==> config.mk <==
export PLATFORM = sky130hd
export DESIGN_NAME = hmac_msg_feeder
export DESIGN_NICKNAME = d
export VERILOG_FILES = /design/src/rtl/hmac_feeder_pkg.sv /design/src/rtl/hmac_msg_feeder_byte_packer.sv /design/src/rtl/hmac_msg_feeder.sv
export SDC_FILE = /design/constraint.sdc
export NUM_CORES = 1
export LEC_CHECK = 0
export ABC_CLOCK_PERIOD_IN_PS = 4700
export CAP_MARGIN = 20
export CORE_AREA = 10 10 83 85
export CTS_BUF_LIST = sky130_fd_sc_hd__clkbuf_4
export DETAILED_ROUTE_END_ITERATION = 16
export DIE_AREA = 0 0 93 95
export MAX_ROUTING_LAYER = met4
export PLACE_DENSITY = 0.83
export SLEW_MARGIN = 25
export SYNTH_ARGS = -nofsm -noshare
export SYNTH_HDL_FRONTEND = slang
export SYNTH_SLANG_ARGS = --single-unit
==> constraint.sdc <==
create_clock -name clk -period 4.7 [get_ports clk]
set_input_delay 0.47 -clock clk [delete_from_list [all_inputs] [get_ports clk]]
set_output_delay 0.47 -clock clk [all_outputs]
set_load 0.05 [all_outputs]
==> src/rtl/hmac_feeder_pkg.sv <==
// Shared types and constants for the HMAC message feeder.
// Feeder FSM states plus byte width and the busy-acknowledge timeout.
package hmac_feeder_pkg;

    typedef enum logic [2:0] {
        IDLE      = 3'd0,
        COLLECT   = 3'd1,
        ISSUE     = 3'd2,
        WAIT_ACK  = 3'd3,
        WAIT_FREE = 3'd4,
        WAIT_DONE = 3'd5
    } state_e;

    localparam int ACK_TIMEOUT = 2;
    localparam int BYTE_W      = 8;

endpackage

==> src/rtl/hmac_msg_feeder_byte_packer.sv <==
// Packs bytes MSB-first into one rate-width word; unwritten slots stay zero
// because the register is cleared before each word is collected.
module byte_packer
    import hmac_feeder_pkg::*;
#(
    parameter int  R_WIDTH = 16,
    localparam int K       = R_WIDTH / BYTE_W,
    localparam int IDX_W   = (K > 1) ? $clog2(K) : 1
) (
    input  logic               clk,
    input  logic               rst,
    input  logic               clear,
    input  logic               wr_en,
    input  logic [BYTE_W-1:0]  byte_in,
    input  logic               last_in,
    output logic [R_WIDTH-1:0] word,
    output logic [IDX_W-1:0]   bidx,
    output logic               close
);

    // The word closes on the byte that fills the last slot or carries last.
    assign close = wr_en & ((bidx == IDX_W'(K - 1)) | last_in);

    always_ff @(posedge clk) begin
        if (!rst) begin
            word <= '0;
            bidx <= '0;
        end else if (clear) begin
            word <= '0;
            bidx <= '0;
        end else if (wr_en) begin
            word[R_WIDTH - 1 - BYTE_W * int'(bidx) -: BYTE_W] <= byte_in;
            if (bidx == IDX_W'(K - 1)) begin
                bidx <= '0;
            end else begin
                bidx <= bidx + IDX_W'(1);
            end
        end
    end

endmodule

==> src/rtl/hmac_msg_feeder.sv <==
// Byte-stream to rate-word feeder in front of the sponge HMAC core.
// Handshake: a byte transfers on a clk edge where byte_valid_i & byte_ready_o are both 1.
module hmac_msg_feeder
    import hmac_feeder_pkg::*;
#(
    parameter int R_WIDTH   = 16,
    parameter int CNT_WIDTH = 16
) (
    input  logic                 clk,
    input  logic                 rst,
    input  logic                 start,
    input  logic [BYTE_W-1:0]    byte_i,
    input  logic                 byte_valid_i,
    input  logic                 byte_last_i,
    output logic                 byte_ready_o,
    output logic [R_WIDTH-1:0]   feed_data,
    output logic                 data_ready,
    output logic                 stop_feed,
    input  logic                 busy,
    input  logic                 end_hmac,
    output logic                 done,
    output logic [CNT_WIDTH-1:0] words_o,
    output state_e               dbg_state
);

    localparam int K     = R_WIDTH / BYTE_W;
    localparam int IDX_W = (K > 1) ? $clog2(K) : 1;

    state_e             state;
    logic               last_flag;
    logic [1:0]         ack_cnt;
    logic               accept;
    logic               pk_clear;
    logic               pk_close;
    logic [R_WIDTH-1:0] pk_word;
    logic [IDX_W-1:0]   pk_bidx;

    assign dbg_state = state;
    assign accept    = byte_valid_i & byte_ready_o;
    // Packer restarts on a new message and after each non-final word is consumed.
    assign pk_clear  = ((state == IDLE) & start) |
                       ((state == WAIT_FREE) & ~busy & ~last_flag);

    byte_packer #(
        .R_WIDTH (R_WIDTH)
    ) u_packer (
        .clk     (clk),
        .rst     (rst),
        .clear   (pk_clear),
        .wr_en   (accept),
        .byte_in (byte_i),
        .last_in (byte_last_i),
        .word    (pk_word),
        .bidx    (pk_bidx),
        .close   (pk_close)
    );

    always_ff @(posedge clk) begin
        if (!rst) begin
            state        <= IDLE;
            feed_data    <= '0;
            data_ready   <= 1'b0;
            stop_feed    <= 1'b0;
            byte_ready_o <= 1'b0;
            done         <= 1'b0;
            words_o      <= '0;
            last_flag    <= 1'b0;
            ack_cnt      <= '0;
        end else begin
            data_ready <= 1'b0;
            done       <= 1'b0;
            case (state)
                IDLE: begin
                    byte_ready_o <= 1'b0;
                    stop_feed    <= 1'b0;
                    if (start) begin
                        words_o      <= '0;
                        last_flag    <= 1'b0;
                        byte_ready_o <= 1'b1;
                        state        <= COLLECT;
                    end
                end
                COLLECT: begin
                    if (pk_close) begin
                        byte_ready_o <= 1'b0;
                        last_flag    <= byte_last_i;
                        state        <= ISSUE;
                    end
                end
                ISSUE: begin
                    if (!busy) begin
                        data_ready <= 1'b1;
                        feed_data  <= pk_word;
                        words_o    <= words_o + CNT_WIDTH'(1);
                        if (last_flag) begin
                            stop_feed <= 1'b1;
                        end
                        ack_cnt <= '0;
                        state   <= WAIT_ACK;
                    end
                end
                WAIT_ACK: begin
                    // A core that never raises busy is assumed to have taken the word.
                    if (busy || (ack_cnt == 2'(ACK_TIMEOUT - 1))) begin
                        state <= WAIT_FREE;
                    end else begin
                        ack_cnt <= ack_cnt + 2'd1;
                    end
                end
                WAIT_FREE: begin
                    if (!busy) begin
                        if (last_flag) begin
                            state <= WAIT_DONE;
                        end else begin
                            byte_ready_o <= 1'b1;
                            state        <= COLLECT;
                        end
                    end
                end
                WAIT_DONE: begin
                    if (end_hmac) begin
                        done  <= 1'b1;
                        state <= IDLE;
                    end
                end
                default: begin
                    state <= IDLE;
                end
            endcase
        end
    end

endmodule

## Word-level counts from Yosys, hierarchy flattened

Cells that the tools add are included.

- Register bits: 59
- Latch bits: 0
- Memory bits (writable): 0
- Memory bits (read-only): 0
- Bits of input ports: 15
- Memories kept: 0

- Add/sub/neg operators: 5
- $mul: 0
- Divide/modulo/power cells: 0
- Order comparisons: 0
- Equality and inequality tests: 15
- Shift-type cells: 2
- Muxes and demuxes: 29
- Bitwise logic cells: 10
- Reductions and logical operators: 16

Operators by type and width:

| operator | number |
|---|---|
| negation 32 -> 33 bit | 1 |
| variable shift 8 x 33 -> 23 bit (first input constant) | 1 |
| variable part select 8 x 33 -> 23 bit | 1 |
| two-way mux 16 bit | 2 |
| one-hot mux 16 bit (2 select lines) | 1 |
| two-way mux 3 bit | 7 |
| inequality test 2 bit (second input constant) | 9 |
| one-hot mux 3 bit (6 select lines) | 1 |
| adder 16 x 1 -> 16 bit (second input constant) | 1 |
| bitwise mux 16 bit | 1 |
| AND reduction 3 bit | 4 |
| two-way mux 1 bit | 11 |
| equality test 3 x 2 -> 1 bit (second input constant) | 2 |
| equality test 3 bit (second input constant) | 2 |
| AND reduction 2 bit | 3 |
| AND reduction 6 bit | 1 |
| nonzero test 2 bit | 3 |
| AND 1 bit | 5 |
| subtractor 4 x 4 -> 5 bit (first input constant) | 1 |
| two-way mux 2 bit | 2 |
| one-hot mux 1 bit (2 select lines) | 2 |
| one-hot mux 2 bit (2 select lines) | 1 |
| AND reduction 4 bit | 1 |
| equality test 3 x 1 -> 1 bit (second input constant) | 1 |
| 10 further kinds | 13 |

## Logic depth before layout (Yosys ltp)

Gate-level depths: netlist of run 1.

- Depth in word-level cells: 5
- Gate-level depth with buffers: 7

## By module

A second synthesis of run 1 with hierarchy kept.

- Cells, all modules: 307
- Area total of the unflattened synthesis: 2556.2 sq um

Modules (own cells, without submodules):

| module | times used | cells an instance | area an instance (sq um) | sequential area each (sq um) |
|---|---|---|---|---|
| hmac_msg_feeder | 1 | 229 | 1929.4 | 840.8 |
| byte_packer | 1 | 78 | 626.9 | 340.3 |

## Worst setup path after synthesis of run 1

No wires, ideal clock.

- Kind: register to register
- From: reg words_o[0]
- To: reg words_o[8]
- Arrival: 2.200 ns
- Path slack: 2.439 ns
- Cell stages (with the launch flop): 6
- Path buffers: 0
- Clock period less this slack: 2.261 ns
- Cell sequence: dfxtp_1 > ha_1 > or3b_4 > a211o_1 > or4_1 > nand2_1

- Word-level cells in the longest chain between the ends: 3

RTL lines:

| element | line | source |
|---|---|---|
| start, declared | hmac_msg_feeder.sv:22 | `output logic [CNT_WIDTH-1:0] words_o,` |
| start signal, assigned | hmac_msg_feeder.sv:94 | `words_o <= words_o + CNT_WIDTH'(1);` |
| adder 16 x 1 -> 16 bit | hmac_msg_feeder.sv:94 |  |
| two-way mux 16 bit | hmac_msg_feeder.sv:91 | `if (!busy) begin` |
| one-hot mux 16 bit (2 select lines) | hmac_msg_feeder.sv:72 | `case (state)` |

Every way passes these cells. The select of a mux whose other input is x is not followed.
A chain may end at the register's enable or synchronous reset.

## Worst setup path in the final report of run 1

- From: reg state[0] (netlist: dbg_state[0])
- To: out dbg_state[0]

RTL lines:

| element | line | source |
|---|---|---|
| start, declared | hmac_msg_feeder.sv:29 | `state_e state;` |
| start signal, assigned | hmac_msg_feeder.sv:60 | `state <= IDLE;` |
| start signal, assigned | hmac_msg_feeder.sv:80 | `state <= COLLECT;` |
| start signal, assigned | hmac_msg_feeder.sv:87 | `state <= ISSUE;` |
| end, declared | hmac_msg_feeder.sv:23 | `output state_e dbg_state` |

No word-level cell between the ends.

==> results.cfg, run 1 <==
[detailed_routing]
wire_per_inst_um = 14.8
first_pass_iteration_count_of_the_detailed_router = 5
drt-vias-per-instance = 5.47
route.vias.total = 2330
ant_nets = 0
drc = 0
initialDrtViolationCount = 83
routed_wl_um = 6310

[pwr]
irDropWorstVdd_mv = 0.192
powerDensity_mw_per_mm2 = 300
leakagePower_uw = 0.00103
power.total_uw = 963

[floorplanning]
die_height_um = 95
start_util_pct = 47.4
top_level_ports = 54
core_region_area_mm2 = 0.00534
die-area_mm2 = 0.00884
die_width_um = 93
core.rowCount = 27

[synth]
synth-compound-area-share_pct = 20.3
yosys.area_share.xor_xnor_pct = 1.38
yosys.area_share.simple_pct = 25.2
synth.cell_area_mm2 = 0.00253
ys_async_sr_fraction_pct = 0
synth_instances = 301
synth_enable_flop_cells = 0
netlist.top_cell.by_area = sky130_fd_sc_hd__dfxtp_1
register_area_share_after_synthesis_pct = 46.6
synthesis.nets = 318
yosysTopAreaCellShare_pct = 46.6
syn_area_per_cell_um2 = 8.41
synth.area.mux_share_pct = 0.791
largest_family_of_logic_cells_by_synthesized_area = simple AND/OR/NAND/NOR gates
ys_ff_latch = 59
synth_top_flop_cell = sky130_fd_sc_hd__dfxtp_1
synth_warnings = 0
post_synth_fa_ha_maj_area_fraction_pct = 0.988
number_of_distinct_library_cells_after_synthesis = 46
yosys-top-cells-area = sky130_fd_sc_hd__dfxtp_1, sky130_fd_sc_hd__nand2_1, sky130_fd_sc_hd__a21oi_1

[placement]
place.port_buffers = 53
hpwlAfterDp_um = 4370
place_area_mm2 = 0.00306
gp_congestion = 0.844

[clock_network]
clock_tree.buffer_depth = 2
cts_tree = built
insertion_delay_ps = 410
postCtsSetupBuffers = 0
numCtsBuffers = 9
clkTransAtPathRegs_ps = 110
root_buffer = sky130_fd_sc_hd__clkbuf_4
clock-sinks = 59
cts_resized = 0
maximum_level_of_the_cts_h_tree = 3
cts_hold_buf = 0

[sta]
report.final.setup_viol = 0
setup_total_negative_slack_ps = 0
fin_hold_ws_ps = 461
fmax_mhz = 403
max_slew.worst_pin.slew_ps = 962
rsz0062_at_grt = no
final-hold-violation-count = 0
slew_headroom_pct = 35.7
finalMaxSlewViolations = 0
period_minus_slack_ps = 2480
min_period_over_period_pct = 52.7
setup_skew_after_layout_ps = 15.1

[critical_path]
timing.critical_path.from_type = flop
cp_slowest_stage_delay_ps = 910
crit_path_max_fanout = 19
crit_chain = clkdlybuf4s50_1
crit_path_top_delay_cell = sky130_fd_sc_hd__clkdlybuf4s50_1
crit_family = buffers and inverters
worstPathRequired_ps = 4230
cp.buffers_inverters = 1
setup.worst_path.class = flop to output pin
cp.arrival_ps = 2010
crit_path_end_kind = output pin

[cells_and_area]
syn2layout_area_growth_pct = 26.6
drive_above_1_share_pct = 6.50
post-route-cell-area_mm2 = 0.00321
num-nets-final = 366
n_antenna_cell = 0
n_fill_cell = 513

[global_routing]
grt_pass1_wl_um = 10700
antenna_violations_before_repair = 0
vias_in_the_first_global_route = 2330
gr-usage-all-layers_pct = 15.5
gr-total-overflow = 0
pin_count_of_the_biggest_net_entering_global_routing = 33

[flow_run]
max_cap_viol_count = 0

[outcome]
status = completed

[worst_hold_path]
hp-class = flop to flop
through the flow:
stage               cells  worst slack (ps)  utilization (%)
finish                426              2220             60.1
detailed placement    410              1840             57.4
CTS                   426              2210             60.1
global placement      410              1910             57.4
global route          426              2090             60.1
floorplan             301              2440                -
cells in the final DEF, fill, tap and decap left out, types with 3 or more instances in the layout:
cell,instances
sky130_fd_sc_hd__a21boi_0,18
sky130_fd_sc_hd__a21oi_1,28
sky130_fd_sc_hd__and2_1,4
sky130_fd_sc_hd__clkbuf_4,10
sky130_fd_sc_hd__clkdlybuf4s50_1,53
sky130_fd_sc_hd__clkinvlp_4,3
sky130_fd_sc_hd__dfxtp_1,59
sky130_fd_sc_hd__inv_1,4
sky130_fd_sc_hd__nand2_1,79
sky130_fd_sc_hd__nand2b_1,4
sky130_fd_sc_hd__nand3_1,7
sky130_fd_sc_hd__nand3b_1,4
sky130_fd_sc_hd__nand4_1,4
sky130_fd_sc_hd__nor2_1,12
sky130_fd_sc_hd__nor3_1,5
sky130_fd_sc_hd__o211a_1,3
sky130_fd_sc_hd__o21a_1,3
sky130_fd_sc_hd__o21ai_0,8
sky130_fd_sc_hd__or3_1,5
sky130_fd_sc_hd__xnor2_1,4
cells by family after synthesis:
group,count (synthesis)
AND/OR/NAND/NOR,136
AO/OA/AOI/OAI,76
flip-flops,59
buffers and inverters,22
XOR/XNOR,4
multiplexers,2
adder cells (fa/ha/maj),2
routing by layer:
layer | share of wire (%) | track usage (%) | up-vias
met5 | 0 | - | -
met4 | 1.4 | 5.40 | 0
met3 | 6.4 | 6.11 | 11
met2 | 47 | 24.8 | 76
met1 | 45 | 17.2 | 1100
li1 | - | - | 1143
layout make-up:
cell class	instances	area [µm²]	area share [%]
Multi-Input combinational cell	220	1230	38.4
Tap cell	72	90.1	2.81
Clock inverter	6	66.3	2.07
Sequential cell	59	1180	36.8
Timing Repair Buffer	55	546	17.0
Clock buffer	10	75.1	2.34
Inverter	4	15.0	0.468
state kept, by name (all words and copies together) (netlist names):
signal	count
last_flag	1
u_packer.word	16
stop_feed	1
data_ready	1
u_packer.bidx	1
dbg_state	3
ack_cnt	2
done	1
words_o	16
byte_ready_o	1
feed_data	16
cell usage after synthesis (2+ instances only):
master and n:
sky130_fd_sc_hd__a21boi_0 18, sky130_fd_sc_hd__dfxtp_1 59, sky130_fd_sc_hd__o21a_1 3, sky130_fd_sc_hd__buf_1 2
sky130_fd_sc_hd__o21ai_0 8, sky130_fd_sc_hd__or3_1 5, sky130_fd_sc_hd__o211a_1 3, sky130_fd_sc_hd__and4_1 2
sky130_fd_sc_hd__buf_2 2, sky130_fd_sc_hd__a211oi_1 2, sky130_fd_sc_hd__ha_1 2, sky130_fd_sc_hd__nand3b_1 4
sky130_fd_sc_hd__nor2_1 12, sky130_fd_sc_hd__and2_1 4, sky130_fd_sc_hd__inv_1 4, sky130_fd_sc_hd__nor3_1 5
sky130_fd_sc_hd__nand2b_1 4, sky130_fd_sc_hd__buf_6 4, sky130_fd_sc_hd__o211ai_1 2, sky130_fd_sc_hd__clkbuf_1 9
sky130_fd_sc_hd__xnor2_1 4, sky130_fd_sc_hd__mux2i_1 2, sky130_fd_sc_hd__nand2_1 79, sky130_fd_sc_hd__nand4_1 4
sky130_fd_sc_hd__a21oi_1 28, sky130_fd_sc_hd__nand3_1 7, sky130_fd_sc_hd__or4_1 2, sky130_fd_sc_hd__a311oi_1 2
sky130_fd_sc_hd__o31ai_1 2
path summary, 6_finish.rpt:
check                           startpoint                             to  slack [ps]  depth (start not counted)
min          u_packer.word[8]$_SDFFE_PP0P_  u_packer.word[8]$_SDFFE_PP0P_         460                          2
min reg2reg  u_packer.word[8]$_SDFFE_PP0P_  u_packer.word[8]$_SDFFE_PP0P_         460                          2
max reg2reg      dbg_state[1]$_SDFFE_PN0P_       words_o[15]$_SDFFE_PN0P_        2550                          4
max              dbg_state[0]$_SDFFE_PN0P_                   dbg_state[0]        2220                          1
report_power, final:
group / internal (µW) / switching [µW]
clock network: 168 / 201
registers: 505 / 10.3
logic: 32.1 / 46.3
No activity file was read; power rests on OpenSTA's default activity.
==> inputs of run 2 (changes only) <==
--- a/config.mk
+++ b/config.mk
@@ -5,12 +5,12 @@
 export SDC_FILE = /design/constraint.sdc
 export NUM_CORES = 1
 export LEC_CHECK = 0
-export ABC_CLOCK_PERIOD_IN_PS = 4700
+export ABC_CLOCK_PERIOD_IN_PS = 2200
 export CAP_MARGIN = 20
-export CORE_AREA = 10 10 83 85
+export CORE_AREA = 10 10 85 87
 export CTS_BUF_LIST = sky130_fd_sc_hd__clkbuf_4
 export DETAILED_ROUTE_END_ITERATION = 16
-export DIE_AREA = 0 0 93 95
+export DIE_AREA = 0 0 95 97
 export MAX_ROUTING_LAYER = met4
 export PLACE_DENSITY = 0.83
 export SLEW_MARGIN = 25
==> constraint.sdc (replaced) <==
create_clock -name clk -period 2.2 [get_ports clk]
set_input_delay 0.22 -clock clk [delete_from_list [all_inputs] [get_ports clk]]
set_output_delay 0.22 -clock clk [all_outputs]
set_load 0.05 [all_outputs]
==> run 2 against run 1 <==
  * Global-route usage fell by 1.1 points
  * Highest routed layer unchanged
  * Setup slack worse by 2100 ps
  * Clock-buffer cell count down 1
==> results.cfg, run 2 (same netlist as run 1, synthesis figures left out) <==
[flow_run]
max_cap_viol_count = 0

[critical_path]
setup.worst_path.class = flop to output pin
cp_slowest_stage_delay_ps = 810
crit_path_top_delay_cell = sky130_fd_sc_hd__clkdlybuf4s50_1
worstPathRequired_ps = 1980
crit_path_max_fanout = 9
reg2reg_to = words_o[8]$_SDFFE_PN0P_
worst_r2r_path_depth = 5
critical_path.reg2reg.startpoint = words_o[0]$_SDFFE_PN0P_
critical_path_source = dbg_state[1]$_SDFFE_PN0P_
crit_path_end_kind = output pin
rrSetupSlack_ps = 190
worst_setup_path_endpoint = dbg_state[1]
crit_chain = buf_4 -> clkdlybuf4s50_1
cp.arrival_ps = 1880
timing.critical_path.from_type = flop

[cells_and_area]
commonest_non_fill_non_tap_cells_in_the_layout = sky130_fd_sc_hd__nand2_1, sky130_fd_sc_hd__dfxtp_1, sky130_fd_sc_hd__clkdlybuf4s50_1
post_layout_nonfiller_instances = 436
reg_area_mm2 = 0.00118
largest_registers = feed_data x16, u_packer.word x16, words_o x16
drive_above_1_share_pct = 9.62
n_fill_cell = 485
multiInputGateArea_mm2 = 0.00123
post-route-cell-area_mm2 = 0.00327
num-nets-final = 376
syn2layout_area_growth_pct = 29.2
final_common_cell = sky130_fd_sc_hd__nand2_1
n_antenna_cell = 0

[global_routing]
gr-usage-all-layers_pct = 14.4
pin_count_of_the_biggest_net_entering_global_routing = 22
grt_pass1_wl_um = 10600
gr-total-overflow = 0
antenna_violations_before_repair = 0
vias_in_the_first_global_route = 2274

[pwr]
power.share.clock_pct = 34.2
pwr-share-seq_pct = 56.5
power_frac_comb_pct = 9.3
power.total_uw = 1950
leakagePower_uw = 0.00108
net_switching_power_figure_uw = 555
switching_share_pct = 28.5
power_report.internal_total_uw = 1390
powerDensity_mw_per_mm2 = 595
irDropWorstVdd_mv = 0.429

[detailed_routing]
met1Wirelength_um = 2730
drt-vias-per-instance = 5.33
highest_layer = met4
route.vias.total = 2326
route.met3.wl_um = 443
first_pass_iteration_count_of_the_detailed_router = 4
met2WireLength_um = 2900
initialDrtViolationCount = 99
drc = 0
ant_nets = 0
routed_wl_um = 6140
wire_per_inst_um = 14.1

[sta]
setup_skew_after_layout_ps = 15.2
period_minus_slack_ps = 2100
fmax_mhz = 476
setup_total_negative_slack_ps = 0
max_slew.worst_pin.slew_ps = 625
final-hold-violation-count = 0
report.final.setup_viol = 0
min_period_over_period_pct = 95.5
slew_headroom_pct = 57.3
finalMaxSlewViolations = 0
rsz0062_at_grt = no

[clock_network]
clkTransAtPathRegs_ps = 110
root_buffer = sky130_fd_sc_hd__clkbuf_4
maximum_level_of_the_cts_h_tree = 3
numCtsBuffers = 9
postCtsSetupBuffers = 0
insertion_delay_ps = 410
cts_tree = built
clock-sinks = 59
cts_hold_buf = 0
clock_tree.buffer_depth = 2
cts_resized = 1

[placement]
place_area_mm2 = 0.00315
dp_cells = 420
hpwlAfterDp_um = 4510
place.port_buffers = 53
gp_congestion = 0.867

[worst_hold_path]
hp-class = primary input to flop

[floorplanning]
top_level_ports = 54
core.rowCount = 27
core_region_area_mm2 = 0.00547
die_width_um = 95
start_util_pct = 46.3
die_height_um = 97
die-area_mm2 = 0.00922

[outcome]
status = completed
-- run 2: layout make-up --
type | count | area share (%)
Clock buffer | 9 | 2.06
Multi-Input combinational cell | 220 | 37.7
Timing Repair Buffer | 65 | 19.3
Clock inverter | 7 | 1.61
Tap cell | 72 | 2.75
Sequential cell | 59 | 36.2
Inverter | 4 | 0.459
-- run 2: critical path: cells and delay by family, from the launching register on --
family   cells  cell delay (ps)
buf+inv      2             1010
flops        1              460
-- run 2: routing by layer --
metal	global-route usage, %	vias up
li1	-	1167
met1	16.8	1071
met2	22.2	78
met3	5.71	10
met4	4.00	0
met5	-	-
-- run 2: power by group through the flow --
stage,combinational [µW],clock (µW),sequential [µW]
global route,199,730,1100
global placement,180,0,1120
detailed placement,182,0,1130
finish,181,665,1100
floorplan,107,0,1130
CTS,182,690,1100
-- run 2: stage by stage --
stage	setup slack, ps	hold slack (ps)	util [%]
floorplan	152	355	-
global placement	60.4	444	57.6
detailed placement	39.8	449	57.6
CTS	66.6	352	59.8
global route	5.80	359	59.8
finish	98.3	381	59.8
-- run 2: worst min path at each step --
| stage | start | endpoint | cells past startpoint |
|---|---|---|---|
| 6_report | byte_i[3] | u_packer.word[11]$_SDFFE_PP0P_ | 3 |
| 5_1_grt | end_hmac | done$_SDFF_PN0_ | 3 |
| 4_1_cts | byte_i[3] | u_packer.word[11]$_SDFFE_PP0P_ | 3 |
| 3_5_place_dp | u_packer.word[1]$_SDFFE_PP0P_ | u_packer.word[1]$_SDFFE_PP0P_ | 2 |
| 3_3_place_gp | u_packer.word[1]$_SDFFE_PP0P_ | u_packer.word[1]$_SDFFE_PP0P_ | 2 |
| 2_1_floorplan | byte_i[2] | u_packer.word[10]$_SDFFE_PP0P_ | 2 |
